[src/rtl/sprint_ctrl_pkg.sv]
// Shared types and helpers for the Sprint1 steering quadrature emulation.
package sprint_ctrl_pkg;

    typedef enum logic [1:0] {
        IDLE = 2'd0,
        RUN  = 2'd1,
        TURN = 2'd2
    } state_t;

    // Quadrature phases in right-turn order; left walks the list backwards.
    localparam logic [1:0] PH0 = 2'b00;
    localparam logic [1:0] PH1 = 2'b01;
    localparam logic [1:0] PH2 = 2'b11;
    localparam logic [1:0] PH3 = 2'b10;

    // One Gray step from the given phase; dir=1 is right, dir=0 is left.
    function automatic logic [1:0] next_phase(input logic [1:0] phase, input logic dir);
        logic [1:0] nxt;
        nxt = PH0;
        case (phase)
            PH0:     nxt = dir ? PH1 : PH3;
            PH1:     nxt = dir ? PH2 : PH0;
            PH2:     nxt = dir ? PH3 : PH1;
            PH3:     nxt = dir ? PH0 : PH2;
            default: nxt = PH0;
        endcase
        return nxt;
    endfunction

endpackage

[src/rtl/steer_quad_ctrl_if.sv]
// Joystick request / step-rate configuration inputs and quadrature outputs.
interface steer_quad_ctrl_if #(
    parameter int DIV_W  = 16,
    parameter int RAMP_W = 8
);
    logic              left;
    logic              right;
    logic [DIV_W-1:0]  period_start;
    logic [DIV_W-1:0]  period_min;
    logic [RAMP_W-1:0] ramp_dec;
    logic [1:0]        steer;
    logic              moving;
    logic              dir;
    logic              step_pulse;

    // Joystick mapping side: drives requests and rate settings.
    modport master (
        output left, right, period_start, period_min, ramp_dec,
        input  steer, moving, dir, step_pulse
    );

    // Controller side.
    modport slave (
        input  left, right, period_start, period_min, ramp_dec,
        output steer, moving, dir, step_pulse
    );
endinterface

[src/rtl/steer_rate_ramp.sv]
// Step-rate generator: counts cycles since the last step and shortens the
// step period after every step down to a floor.
module steer_rate_ramp #(
    parameter int DIV_W  = 16,
    parameter int RAMP_W = 8
) (
    input  logic              clk,
    input  logic              rst_n,
    input  logic              load,
    input  logic              step,
    input  logic              run,
    input  logic [DIV_W-1:0]  period_start,
    input  logic [DIV_W-1:0]  period_min,
    input  logic [RAMP_W-1:0] ramp_dec,
    output logic              step_due
);

    logic [DIV_W-1:0] counter_q;
    logic [DIV_W-1:0] period_q;
    logic [DIV_W-1:0] period_eff;
    logic [DIV_W-1:0] fmin_raw;
    logic [DIV_W-1:0] fmin_eff;
    logic [DIV_W-1:0] ramp_ext;
    logic [DIV_W-1:0] sat_sub;
    logic [DIV_W-1:0] next_period;

    // A zero period would never match the counter, so it behaves as one cycle.
    assign period_eff = (period_q == '0) ? DIV_W'(1) : period_q;
    assign fmin_raw   = (period_min >= period_start) ? period_start : period_min;
    assign fmin_eff   = (fmin_raw == '0) ? DIV_W'(1) : fmin_raw;
    assign ramp_ext   = DIV_W'(ramp_dec);

    // Saturating period decrement, clamped up to the cruise floor.
    always_comb begin
        sat_sub     = '0;
        next_period = fmin_eff;
        if (period_eff > ramp_ext) begin
            sat_sub = period_eff - ramp_ext;
        end
        if (sat_sub > fmin_eff) begin
            next_period = sat_sub;
        end
    end

    // ">=" rather than "==" so a live shrink of the period steps next cycle.
    assign step_due = run && (counter_q >= (period_eff - DIV_W'(1)));

    // Counter and period register; load wins over step, step over counting.
    always_ff @(posedge clk or negedge rst_n) begin
        if (!rst_n) begin
            counter_q <= '0;
            period_q  <= '0;
        end else if (load) begin
            counter_q <= '0;
            period_q  <= period_start;
        end else if (step) begin
            counter_q <= '0;
            period_q  <= next_period;
        end else if (run) begin
            counter_q <= counter_q + DIV_W'(1);
        end
    end

endmodule

[src/rtl/steer_quad_ctrl.sv]
// Steering quadrature encoder emulation: turns left/right joystick requests
// into a ramping-rate two-phase SteerA/SteerB stream for the Sprint1 core.
module steer_quad_ctrl #(
    parameter int DIV_W  = 16,
    parameter int RAMP_W = 8
) (
    input  logic             CLK,
    input  logic             Reset_n,
    steer_quad_ctrl_if.slave bus
);
    import sprint_ctrl_pkg::*;

    state_t     state_q;
    state_t     state_d;
    logic       req_r;
    logic       req_l;
    logic       any_req;
    logic [1:0] steer_q;
    logic       dir_q;
    logic       pulse_q;
    logic       do_step;
    logic       step_dir;
    logic       ramp_load;
    logic       ramp_step;
    logic       ramp_run;
    logic       step_due;

    assign any_req = req_r | req_l;

    // Register the decoded request once; both or neither pressed means none.
    always_ff @(posedge CLK or negedge Reset_n) begin
        if (!Reset_n) begin
            req_r <= 1'b0;
            req_l <= 1'b0;
        end else begin
            req_r <= bus.right & ~bus.left;
            req_l <= bus.left & ~bus.right;
        end
    end

    // State register.
    always_ff @(posedge CLK or negedge Reset_n) begin
        if (!Reset_n) begin
            state_q <= IDLE;
        end else begin
            state_q <= state_d;
        end
    end

    // Next state, step decision and rate-generator control.
    always_comb begin
        state_d   = state_q;
        do_step   = 1'b0;
        step_dir  = dir_q;
        ramp_load = 1'b0;
        ramp_step = 1'b0;
        ramp_run  = 1'b0;
        case (state_q)
            IDLE, TURN: begin
                ramp_load = 1'b1;
                if (any_req) begin
                    do_step  = 1'b1;
                    step_dir = req_r;
                    state_d  = RUN;
                end else begin
                    state_d  = IDLE;
                end
            end
            RUN: begin
                ramp_run = 1'b1;
                if (!any_req) begin
                    state_d   = IDLE;
                    ramp_load = 1'b1;
                end else if (req_r != dir_q) begin
                    state_d   = TURN;
                    ramp_load = 1'b1;
                end else if (step_due) begin
                    do_step   = 1'b1;
                    ramp_step = 1'b1;
                end
            end
            default: begin
                state_d = IDLE;
            end
        endcase
    end

    // Phase, direction and strobe; phase only ever moves one Gray step.
    always_ff @(posedge CLK or negedge Reset_n) begin
        if (!Reset_n) begin
            steer_q <= PH0;
            dir_q   <= 1'b0;
            pulse_q <= 1'b0;
        end else begin
            pulse_q <= do_step;
            if (do_step) begin
                steer_q <= next_phase(steer_q, step_dir);
                dir_q   <= step_dir;
            end
        end
    end

    steer_rate_ramp #(
        .DIV_W  (DIV_W),
        .RAMP_W (RAMP_W)
    ) u_ramp (
        .clk          (CLK),
        .rst_n        (Reset_n),
        .load         (ramp_load),
        .step         (ramp_step),
        .run          (ramp_run),
        .period_start (bus.period_start),
        .period_min   (bus.period_min),
        .ramp_dec     (bus.ramp_dec),
        .step_due     (step_due)
    );

    assign bus.steer      = steer_q;
    assign bus.moving     = (state_q == RUN);
    assign bus.dir        = dir_q;
    assign bus.step_pulse = pulse_q;

endmodule

[src/flat_wrapper.sv]
// flat-port wrapper written by rule: the top's interface ports become plain ports
module steer_quad_ctrl_flat import sprint_ctrl_pkg::*;
#(
    parameter int DIV_W  = 16,
    parameter int RAMP_W = 8
)
  (CLK, Reset_n, bus_left, bus_right, bus_period_start, bus_period_min, bus_ramp_dec, bus_steer, bus_moving, bus_dir, bus_step_pulse);
  steer_quad_ctrl_if #(.DIV_W(DIV_W), .RAMP_W(RAMP_W)) bus_i ();
  input  logic CLK;
  input  logic Reset_n;
  input wire logic [$bits(bus_i.left)-1:0] bus_left;
  input wire logic [$bits(bus_i.right)-1:0] bus_right;
  input wire logic [$bits(bus_i.period_start)-1:0] bus_period_start;
  input wire logic [$bits(bus_i.period_min)-1:0] bus_period_min;
  input wire logic [$bits(bus_i.ramp_dec)-1:0] bus_ramp_dec;
  output wire logic [$bits(bus_i.steer)-1:0] bus_steer;
  output wire logic [$bits(bus_i.moving)-1:0] bus_moving;
  output wire logic [$bits(bus_i.dir)-1:0] bus_dir;
  output wire logic [$bits(bus_i.step_pulse)-1:0] bus_step_pulse;
  assign bus_i.left = bus_left;
  assign bus_i.right = bus_right;
  assign bus_i.period_start = bus_period_start;
  assign bus_i.period_min = bus_period_min;
  assign bus_i.ramp_dec = bus_ramp_dec;
  assign bus_steer = bus_i.steer;
  assign bus_moving = bus_i.moving;
  assign bus_dir = bus_i.dir;
  assign bus_step_pulse = bus_i.step_pulse;
  steer_quad_ctrl #(.DIV_W(DIV_W), .RAMP_W(RAMP_W)) u_core (.CLK(CLK), .Reset_n(Reset_n), .bus(bus_i));
endmodule
[config.mk]
export PLATFORM = sky130hd
export DESIGN_NAME = steer_quad_ctrl_flat
export DESIGN_NICKNAME = d
export VERILOG_FILES = /design/src/rtl/sprint_ctrl_pkg.sv /design/src/rtl/steer_quad_ctrl_if.sv /design/src/rtl/steer_rate_ramp.sv /design/src/rtl/steer_quad_ctrl.sv /design/src/flat_wrapper.sv
export SDC_FILE = /design/constraint.sdc
export NUM_CORES = 1
export LEC_CHECK = 0
export BUFFER_PORTS_ARGS = -buffer_cell sky130_fd_sc_hd__buf_2
export CAP_MARGIN = 15
export CORE_MARGIN = 5
export CORE_UTILIZATION = 61
export DETAILED_ROUTE_END_ITERATION = 10
export HOLD_SLACK_MARGIN = 0.02
export PLACE_DENSITY = 0.82
export SETUP_SLACK_MARGIN = 0.02
export SLEW_MARGIN = 15
export SYNTH_ARGS = -nofsm -noshare
export SYNTH_HDL_FRONTEND = slang
export SYNTH_SLANG_ARGS = --single-unit
[constraint.sdc]
create_clock -name CLK -period 5.15 [get_ports CLK]
set_clock_uncertainty 0.15 [all_clocks]
set_input_delay 1.03 -clock CLK [delete_from_list [all_inputs] [get_ports CLK]]
set_output_delay 1.03 -clock CLK [all_outputs]
set_load 0.05 [all_outputs]
==> metrics <==
most used flip-flop cell after synthesis dfrtp_1; Slew Limit Fails 0; 1st-iter DRT viols 368; WP data required 5.23 ns; Post-Syn Instances about 530; worst reg2reg endpoint u_core.u_ramp.period_q[14]$_DFFE_PN0P_; Ant. Diodes 0; Leak Pwr approximately 2.4 nW; M1 WL between 5000 and 6000 um; largest net degree at the start of global routing 41; ys async rst share 100.0%; Sink Count 40; kind of critical path reg2reg; global-route wire length before repair around 20,000 um; drt drc 0; Max Used Layer met4; Fmax 0.1983 GHz; H-tree depth 2; Tmin final roughly 5.0 ns; syn_nets roughly 630; Tcrit/Tclk final 97.90%; internal power approximately 810 uW; Clock Latency Late Sink around 0.30 ns; gpl congestion ~1.0; status finished clean; Port Buf Inserts 48; Seq pwr share between 20% and 30%; crit path to u_core.u_ramp.period_q[14]$_DFFE_PN0P_; switching pwr roughly 550 uW; Die Span Y approximately 96 um; Max Root-Sink Buffers 2; average wire per standard cell 18.68 um; final hold violation count 0; path depth of the worst reg2reg path 22; grt total ovfl 0; CP Depth 22; clock network power share 22.6%; Initial Utilization between 60 and 70%; vias per inst between 6 and 7; Die ar. slightly above 9000 sq um; Seq/Total Area, Yosys roughly 22%; TritonCTS buffer count 5; Worst Max-Slew Pin Slew about 0.9 ns; Sw Share between 40% and 50%; dpl cells between 600 and 700; FP Rows 31; worst-path maximum fanout 8; antenna-violating nets left 0; DP HPWL 9925 um; CTS Hold Bufs 0; slowest CP cell dfrtp_1; slowest stage delay, CP around 0.40 ns; Non-Filler Instances approximately 700; Worst setup SP type flop; worst reg-to-reg setup slack between 0.1 and 0.15 ns; CTS tree done; final cell area excluding filler cells 5087 sq um; number of synthesized register bits 40; Critical Path AT between 5 and 6 ns; P&R area growth vs syn 13.29%; Detailed Routing Iterations Pass 1 5; Synthesis Warnings 0; layout cells sized above 1 around a fifth; total routing usage reported by global routing around 28%; clock slew at reported path FFs about 0.09 ns; Placed Area just under 5000 sq um; Critical Path End Type flop; routed via count about 4,400; syn_area_per_cell 8.553 sq um; routed wl met2 between 5000 and 6000 um; clk root buf clkbuf_8; pwr/cell area between 200 and 300 nW/um^2; max_slew headroom between 30% and 40%; Yosys cell types between 70 and 80; max_cap viols 0; critical-path cell list or3_1 > nor2_2 > nand3b_1 > nor2_2 > a21oi_2 > ha_1 > inv_1 > fa_2 > a311o_1 > maj3_1 > a21oi_1 > xor2_1 > nor2_1 > ha_1 > nor4_1 > nand2_1 > o211a_1 > o41ai_4 > buf_6 > nor2_1 > a211oi_1 > a221o_1; CP delay by family, top compound AO/OA/AOI/OAI gates; Final Net Count slightly below 700; Final Core Density a little over two thirds; Met3 Wirelength 854 um; Core Box Area 7214 sq um; final WL approximately 13,000 um; Post-synth EDFFs 0; Final setup violation count 0; vias in the first global route between 4,000 and 5,000; HP Class reg2reg; # IOs 49; maximum vdd drop approximately 0.26 mV; Reg2Reg Launch Point u_core.u_ramp.period_q[0]$_DFFE_PN0P_; total negative slack 0 ns; CP Launch Point u_core.u_ramp.period_q[0]$_DFFE_PN0P_; Netlist Area Pre-Place 4491 sq um; combinational share of power ~50%; WP buf/inv 2; initial antenna violation count 0; Die Width between 90 and 100 um; highest-count cells in the layout ignoring fill and taps ha_1, buf_2, nor2_1; most common cell after layout, fill and taps aside ha_1
-- cell usage after synthesis, drive strengths merged (3+ instances only) --
| cell | count | area (sq um) |
|---|---|---|
| xor2 | 21 | 183.9 |
| o31ai | 4 | 35.03 |
| nand3 | 17 | 85.08 |
| a22oi | 6 | 45.04 |
| mux2i | 16 | 160.2 |
| a21o | 9 | 70.07 |
| and2 | 7 | 46.29 |
| a41oi | 3 | 26.28 |
| nand4 | 10 | 68.81 |
| nor4 | 11 | 75.07 |
| a21oi | 37 | 188.9 |
| a221o | 3 | 30.03 |
| a211oi | 4 | 30.03 |
| o21a | 5 | 37.54 |
| buf | 10 | 108.9 |
| nand2 | 37 | 138.9 |
| a31oi | 6 | 37.54 |
| nor3 | 10 | 61.31 |
| nor2b | 7 | 43.79 |
| nor2 | 44 | 165.2 |
| ha | 57 | 713.2 |
| nor3b | 3 | 22.52 |
| xnor2 | 14 | 137.6 |
| nand2b | 5 | 31.28 |
| dfrtp | 40 | 1001 |
| clkbuf | 14 | 82.58 |
| and4 | 3 | 26.28 |
| a22o | 3 | 27.53 |
| and3 | 5 | 32.53 |
| a211o | 6 | 52.55 |
| mux2 | 4 | 52.55 |
| o21ai | 21 | 108.9 |
| or3 | 6 | 38.79 |
| inv | 36 | 135.1 |
| o211ai | 8 | 60.06 |
-- metal layers --
metal,track usage [%],vias to the layer above
met5,0,-
met4,12.44,0
met3,2.658,56
met2,46.84,203
met1,37.98,2091
li1,-,2063
-- worst min-delay path by stage --
stage,from,slack [ns],depth (start not counted),to
floorplan,u_core.u_ramp.counter_q[0]$_DFFE_PN0P_,0.36,1,u_core.u_ramp.counter_q[0]$_DFFE_PN0P_
global placement,u_core.bus.steer[0]$_DFFE_PN0P_,0.38,1,u_core.bus.steer[0]$_DFFE_PN0P_
detailed placement,u_core.u_ramp.counter_q[15]$_DFFE_PN0P_,0.40,2,u_core.u_ramp.counter_q[15]$_DFFE_PN0P_
CTS,u_core.u_ramp.counter_q[0]$_DFFE_PN0P_,0.41,1,u_core.u_ramp.counter_q[0]$_DFFE_PN0P_
global route,u_core.u_ramp.counter_q[0]$_DFFE_PN0P_,0.44,1,u_core.u_ramp.counter_q[0]$_DFFE_PN0P_
finish,u_core.u_ramp.counter_q[15]$_DFFE_PN0P_,0.41,2,u_core.u_ramp.counter_q[15]$_DFFE_PN0P_
-- flip-flops by register name, indices dropped and copies added, names as in the netlist --
register,flops
u_core.bus.dir,1
u_core.bus.steer,2
u_core.bus.step_pulse,1
u_core.req_l,1
u_core.req_r,1
u_core.state_q,2
u_core.u_ramp.counter_q,16
u_core.u_ramp.period_q,16
-- repair_timing --
action | 4_1_cts | 5_1_grt
endpoints found under the setup margin | 5 | 16
resized for setup | 2 | 10
pin swaps | 0 | 3
buffers inserted | 4 | 4
-- through the flow --
stage          hold slack, ns  power, mW  setup slack (ns)
3_3_place_gp           0.3793     0.9712            0.1088
4_1_cts                0.4090      1.324           0.03758
5_1_grt                0.4366      1.438          -0.01567
6_report               0.4115      1.363            0.1079
3_5_place_dp           0.3952     0.9968           0.02651
2_1_floorplan          0.3552     0.8298            0.4598
-- cells by family after synthesis --
kind of cell,count (synthesis),share of synthesized area [%]
flops,40,22.29
xor+xnor,35,7.161
buf+inv,60,7.272
mux,20,4.737
simple gates,175,20.59
fa+ha+maj,59,16.55
compound gates,136,21.40
-- final cells by class --
cell class | instances | area, sq um
inverter | 36 | 135.1
multi-input combinational | 425 | 3209
fill | 589 | 2127
clock inverter | 2 | 60.06
sequential | 40 | 1002
clock buffer | 5 | 68.82
timing repair buffer | 80 | 488.0
tap | 99 | 123.9
-- worst min-delay path, stage by stage (launching register included) --
cell	delay, ns
dfrtp_1	0.37
xor2_1	0.07
nor2_1	0.08
-- power groups by stage --
stage | logic, mW | clock network (mW) | registers, mW
6_report | 0.681 | 0.309 | 0.374
5_1_grt | 0.736 | 0.325 | 0.377
4_1_cts | 0.643 | 0.310 | 0.371
3_5_place_dp | 0.619 | 0 | 0.377
2_1_floorplan | 0.420 | 0 | 0.409
3_3_place_gp | 0.596 | 0 | 0.375
(Power assumes the default switching activity.)
